File: src/rtl/core_mem_arbiter.sv
// core_mem_arbiter: shares one core memory bus between two requesters.
// Port 0 is typically instruction fetch and port 1 is load/store. Ownership is
// locked from the first request until its grant, so request fields seen by the
// responder stay stable across wait states. Contention in IDLE is resolved by
// round-robin on the most recent winner, or by fixed port-0 priority.
module core_mem_arbiter #(
  parameter int MEM_ADDR_W  = 64,
  parameter int MEM_STRB_W  = 8,
  parameter int MEM_DATA_W  = 64,
  parameter bit ROUND_ROBIN = 1'b1
) (
  input  logic                  g_clk,
  input  logic                  g_resetn,
  // requester port 0
  input  logic                  p0_req,
  input  logic [MEM_ADDR_W-1:0] p0_addr,
  input  logic                  p0_wen,
  input  logic [MEM_STRB_W-1:0] p0_strb,
  input  logic [MEM_DATA_W-1:0] p0_wdata,
  output logic                  p0_gnt,
  output logic                  p0_err,
  output logic [MEM_DATA_W-1:0] p0_rdata,
  // requester port 1
  input  logic                  p1_req,
  input  logic [MEM_ADDR_W-1:0] p1_addr,
  input  logic                  p1_wen,
  input  logic [MEM_STRB_W-1:0] p1_strb,
  input  logic [MEM_DATA_W-1:0] p1_wdata,
  output logic                  p1_gnt,
  output logic                  p1_err,
  output logic [MEM_DATA_W-1:0] p1_rdata,
  // responder side
  output logic                  m_req,
  output logic [MEM_ADDR_W-1:0] m_addr,
  output logic                  m_wen,
  output logic [MEM_STRB_W-1:0] m_strb,
  output logic [MEM_DATA_W-1:0] m_wdata,
  input  logic                  m_gnt,
  input  logic                  m_err,
  input  logic [MEM_DATA_W-1:0] m_rdata
);

  typedef enum logic [1:0] {
    IDLE = 2'd0,
    OWN0 = 2'd1,
    OWN1 = 2'd2
  } state_e;

  state_e state_q, state_d;
  logic   last_q, last_d;   // most recent winner; reset to 1 so port 0 wins first

  logic   sel_vld;          // some port drives the bus this cycle
  logic   sel_port;         // which port, meaningful only with sel_vld
  logic   sel0, sel1;

  // Select the port that drives the bus this cycle (never depends on m_gnt).
  always_comb begin
    // NOTE: every always_comb output gets a default first so no path leaves it
    // unassigned; a missing default here would infer a latch.
    sel_vld  = 1'b0;
    sel_port = 1'b0;
    // NOTE: the async reset only clears registers; the request->bus path is
    // combinational, so it is gated by g_resetn as well to keep outputs quiet
    // for the whole reset pulse.
    if (g_resetn) begin
      case (state_q)
        OWN0: begin
          sel_vld  = p0_req;
          sel_port = 1'b0;
        end
        OWN1: begin
          sel_vld  = p1_req;
          sel_port = 1'b1;
        end
        default: begin
          sel_vld = p0_req | p1_req;
          if (p0_req && p1_req) begin
            sel_port = ROUND_ROBIN ? ~last_q : 1'b0;
          end else begin
            sel_port = p1_req;
          end
        end
      endcase
    end
  end

  assign sel0 = sel_vld & ~sel_port;
  assign sel1 = sel_vld &  sel_port;

  // Forward the selected port's request fields; the bus is all-zero when idle.
  always_comb begin
    m_req   = sel_vld;
    m_addr  = '0;
    m_wen   = 1'b0;
    m_strb  = '0;
    m_wdata = '0;
    if (sel0) begin
      m_addr  = p0_addr;
      m_wen   = p0_wen;
      m_strb  = p0_strb;
      m_wdata = p0_wdata;
    end else if (sel1) begin
      m_addr  = p1_addr;
      m_wen   = p1_wen;
      m_strb  = p1_strb;
      m_wdata = p1_wdata;
    end
  end

  // Route the response only to the selected port; the other sees zeros.
  always_comb begin
    p0_gnt   = m_gnt & sel0;
    p0_err   = m_err & sel0;
    p0_rdata = sel0 ? m_rdata : '0;
    p1_gnt   = m_gnt & sel1;
    p1_err   = m_err & sel1;
    p1_rdata = sel1 ? m_rdata : '0;
  end

  // Ownership tracking: lock the winner until its grant or until it drops req.
  always_comb begin
    state_d = state_q;
    last_d  = last_q;
    case (state_q)
      IDLE: begin
        if (sel_vld) begin
          last_d = sel_port;
          if (!m_gnt) begin
            state_d = sel_port ? OWN1 : OWN0;
          end
        end
      end
      default: begin
        // Completion or an abandoned request both release the bus.
        if (!sel_vld || m_gnt) begin
          state_d = IDLE;
        end
      end
    endcase
  end

  // State registers with asynchronous active-low reset.
  always_ff @(posedge g_clk or negedge g_resetn) begin
    if (!g_resetn) begin
      state_q <= IDLE;
      last_q  <= 1'b1;
    end else begin
      // NOTE: sequential state uses non-blocking assignments so every register
      // samples pre-edge values regardless of statement order.
      state_q <= state_d;
      last_q  <= last_d;
    end
  end

endmodule
File: config.mk
export PLATFORM = sky130hd
export DESIGN_NAME = core_mem_arbiter
export DESIGN_NICKNAME = d
export VERILOG_FILES = /design/src/rtl/core_mem_arbiter.sv
export SDC_FILE = /design/constraint.sdc
export NUM_CORES = 1
export LEC_CHECK = 0
export ABC_AREA = 1
export BUFFER_PORTS_ARGS = -buffer_cell sky130_fd_sc_hd__buf_2
export CAP_MARGIN = 20
export CELL_PAD_IN_SITES_DETAIL_PLACEMENT = 1
export CELL_PAD_IN_SITES_GLOBAL_PLACEMENT = 2
export CORE_AREA = 5 5 234 236
export DETAILED_ROUTE_END_ITERATION = 10
export DIE_AREA = 0 0 239 241
export PLACE_DENSITY_LB_ADDON = 0.05
export SYNTH_ARGS = -nofsm -noshare
export SYNTH_HDL_FRONTEND = slang
export SYNTH_SLANG_ARGS = --single-unit
export TNS_END_PERCENT = 5
File: constraint.sdc
create_clock -name g_clk -period 4.2 [get_ports g_clk]
set_input_delay 0.84 -clock g_clk [delete_from_list [all_inputs] [get_ports g_clk]]
set_output_delay 0.84 -clock g_clk [all_outputs]
set_load 0.02 [all_outputs]
# Yosys cells after proc, flatten, opt, wreduce, memory -nomap -nowiden
# Cells that the tools add are included.
[op_classes]
n_eq_ne = 4
mux = 20
bitwise = 9
n_reduce_logical = 7
[op_table]
columns = ["cell", "count"]
rows = [
  ["64-bit 2-to-1 mux", 6],
  ["8-bit 2-to-1 mux", 2],
  ["2-bit 2-to-1 mux", 5],
  ["1-bit AND", 6],
  ["1-bit 2-to-1 mux", 5],
  ["2-bit != test, second input constant", 2],
  ["1-bit one-hot mux with 2 select lines", 2],
  ["3-bit AND reduction", 1],
  ["2-bit by 1-bit equality test with 1-bit output, second input constant", 1],
  ["2-bit equality test, second input constant", 1],
  ["2-bit logical NOT", 1],
  ["1-bit inverter", 2],
  ["2-bit AND reduction", 1],
  ["2-bit nonzero test", 1],
  ["1-bit logical AND", 1],
  ["1-bit logical NOT", 1],
  ["1-bit logical OR", 1],
  ["1-bit bitwise OR", 1],
]
[word_totals]
reg_bits = 3
inputBits = 344
output_inout_bits = 270
elab_cells = 42

# Logic depth before layout (Yosys ltp)
[depth]
ltp_word = 8
ltp_mapped = 12
ltp_nobuf = 11

# Least setup slack after synthesis
# No wires, ideal clock.
[synth_timing]
path_type = "input port to output port"
from = "input g_resetn"
to = "output m_wdata[0]"
arrival_ps = 1867
required_ps = 3360
slack_ps = 1493
path_stages = 7
n_path_buf = 1
path_cell_list = "nand2_1 > inv_1 > nand2_1 > nand2_2 > nand3_2 > clkbuf_1 > o21ai_0"
[synth_between]
elab_chain_len = 4
word_cells_on_any_way = 7
cone_classes = "4 x mux; 3 x bitwise"
[synth_lines]
columns = ["item", "line", "text"]
rows = [
  ["start: declaration", "13", "input logic g_resetn,"],
  ["1-bit 2-to-1 mux", "65", "if (g_resetn) begin"],
  ["1-bit AND / 1-bit inverter (equally long branches)", "88, 87", ""],
  ["64-bit 2-to-1 mux / 1-bit AND (equally long branches)", "102, 87", ""],
  ["64-bit 2-to-1 mux (*)", "97", "if (sel0) begin"],
  ["end: declaration", "37", "output logic [MEM_DATA_W-1:0] m_wdata,"],
]
# Mark *: on every way between the ends. The rest lies on a longest branch, timed or not.

# Worst setup path after layout
[layout_timing]
from = "input g_resetn"
to = "output m_wdata[36]"
# Same word-level chain as after synthesis.

==> metrics.md <==
| Metric | Value |
|---|---|
| Die Y | `241 um` |
| Vias | `6612` |
| Skew-Pair Late Insertion Delay | `0.22 ns` |
| PortBufs | `613` |
| Max-slew violation count | `0` |
| Final period utilization | `80.02%` |
| Final setup vio count | `0` |
| Largest net degree at the start of global routing | `74` |
| Die Wd | `239 um` |
| Outcome | `complete, no violations` |
| DRT antenna net count | `0` |
| Critical path required time | `3.36 ns` |
| Post-synthesis area per instance | `4.567 um^2` |
| Fin Clk Skew | `0.0005387 ns` |
| Worst setup EP type | `output port` |
| Area Growth Syn to Fin | `121.3%` |
| Initial Utilization | `6.173%` |
| DP Cell Count | `1964` |
| Pwr dens | `395.7 mW/mm^2` |
| CP Class | `in2out` |
| Max Buffers Root-to-Sink | `2` |
| Initial antenna violation count | `20` |
| Peak supply drop | `0.1466 mV` |
| Share of layout cells above drive strength 1 | `49.77%` |
| Part of the Yosys area used for sequential elements | `2.367%` |
| Setup_tns | `0 ns` |
| Worst Tran Pin Value | `0.9040 ns` |
| DRT iter0 DRCs | `167` |
| Core ar. | `0.05224 mm^2` |
| Post-CTS Setup Inserts | `0` |
| Unrepaired setup endpoints after global routing | `no` |
| Syn Nets | `1053` |
| Post-Syn Instances | `706` |
| Clk pin slew, worst setup/hold paths | `0.03 ns` |
| Max_cap viols | `0` |
| Final net count | `1628` |
| Tmin final | `3.361 ns` |
| Synthesized area | `0.003224 mm^2` |
| CP max FO | `73` |
| Setup ws final | `0.8390 ns` |
| Finished Layout Cells | `1974` |
| Fmax | `0.2975 GHz` |
| Root Driver | `clkbuf_16` |
| DR pass1 iterations | `4` |
| Hold Buf Count CTS | `0` |
| Final Hold Fails | `0` |
| H-tree Lvls | `1` |
| Finished Core Util | `13.66%` |
| Post-route DRC violation count | `0` |
| CTS sink count | `3` |
| Die area | `0.05760 mm^2` |
| WP data arrival | `2.52 ns` |
| Power Total | `0.002824 W` |
| First-pass GRT wire length | `52560 um` |
| Total Routing Usage GR | `12.39%` |
| Place WS | `0.7676 ns` |
| Remaining global-route overflow | `0` |
| Vias in the first global route | `6983` |
| Gpl congestion | `0.7783` |
| Slew margin rel. | `39.73%` |
| Post-Route WL | `39250 um` |
| Yosys reg bits | `3` |
| Routed wire length per instance | `19.88 um` |
| CTS tree | `built` |
| CTS Buf Count | `3` |
| Post-DP HPWL | `33620 um` |
| Worst Hold Class | `in2async` |
| Leakage | `4.701 nW` |
| # rows | `84` |
| Synth warn | `0` |
| Synth unique cells | `17` |
| Vias per Instance | `3.350` |
| Startpoint types | `input port` |
| CTS resizes | `0` |
| I/O pin cnt | `614` |
layout by cell type, fill, tap and decap left out, drive strengths merged:
| cell | netlist | routed |
|---|---|---|
| buf | 48 | 629 |
| dfrtp | 2 | 2 |
| dfstp | 1 | 1 |
| nand4 | 2 | 2 |
| nand3 | 142 | 142 |
| clkbuf | 11 | 4 |
| ha | 3 | 3 |
| o21ai | 138 | 138 |
| inv | 209 | 209 |
| nor2 | 133 | 133 |
| nand2 | 17 | 17 |
| diode | 0 | 6 |
worst paths after layout:
kind                            startpoint     endpoint  slack [ns]  cells after the start
max in group asynchronous         g_resetn       last_q        3.54                      1
worst min register to register  state_q[0]   state_q[0]        0.50                      2
worst max-delay path              g_resetn  m_wdata[36]        0.84                      9
worst min-delay path              g_resetn   state_q[1]        0.44                      1
worst max register to register  state_q[0]   state_q[1]        2.09                     11
min in group g_clk              state_q[0]   state_q[0]        0.50                      2
stage by stage:
stage,hold slack [ns],area (um^2)
3_5_place_dp,0.5067,7042
5_1_grt,0.4489,7128
6_report,0.4405,7136
3_3_place_gp,0.5057,7042
4_1_cts,0.4404,7121
2_1_floorplan,0.4664,3224
critical path, stage by stage:
cell	delay [ns]
buf_2	0.17
nand2_1	0.07
inv_1	0.05
nand2_1	0.07
nand2_4	0.10
buf_4	0.68
nand3_1	0.16
o21ai_1	0.12
buf_2	0.18
metal layers:
| metal | global-route usage, % | up-vias | part of all wire, % |
|---|---|---|---|
| met1 | 12.24 | 2978 | 34 |
| met3 | 4.879 | 30 | 8.9 |
| met5 | 0 | - | 0.38 |
| met4 | 0.7090 | 22 | 0.45 |
| li1 | - | 3299 | - |
| met2 | 25.37 | 283 | 56 |
sequential cells by signal (all words and copies together), names as in the netlist:
| register | flops |
|---|---|
| last_q | 1 |
| state_q | 2 |
kinds of logic (layout without fill, tap and decap cells):
logic type,after synthesis,in the layout,synth area share [%]
AOI/OAI and AO/OA,138,138,21.42
adders and majority gates,3,3,1.164
buffers and inverters,268,842,34.92
DFF,3,3,2.367
other,0,6,0
and+or+nand+nor,294,294,40.12
report_power, final:
part,internal (W),switching [W]
combinational,0.000755,0.00187
clock,0.000125,0.0000256
sequential,0.0000402,0.00000630
total,0.000921,0.00190
area by class of cell:
| type | count | area, um^2 |
|---|---|---|
| diodes | 6 | 15.01 |
| inverters | 209 | 784.5 |
| clock buffers | 4 | 78.83 |
| well taps | 688 | 860.8 |
| multi-input cells | 435 | 2044 |
| fillers | 6657 | 45100 |
| flip-flops and latches | 3 | 76.32 |
| repair buffers | 629 | 3276 |
cells in the mapped netlist:
cell type	number	area, um^2
nor2_1	133	499.2
dfrtp_1	2	50.05
buf_6	10	112.6
nand2_1	16	60.06
buf_2	33	165.2
nand2_2	1	6.260
buf_4	1	7.510
inv_1	209	784.5
clkbuf_1	11	41.29
ha_1	3	37.54
nand4_1	2	12.51
o21ai_1	104	520.5
dfstp_2	1	26.28
nand3_1	141	705.7
o21ai_0	34	170.2
buf_1	4	15.01
nand3_2	1	10.01
Power figures use the tool's default switching activity.
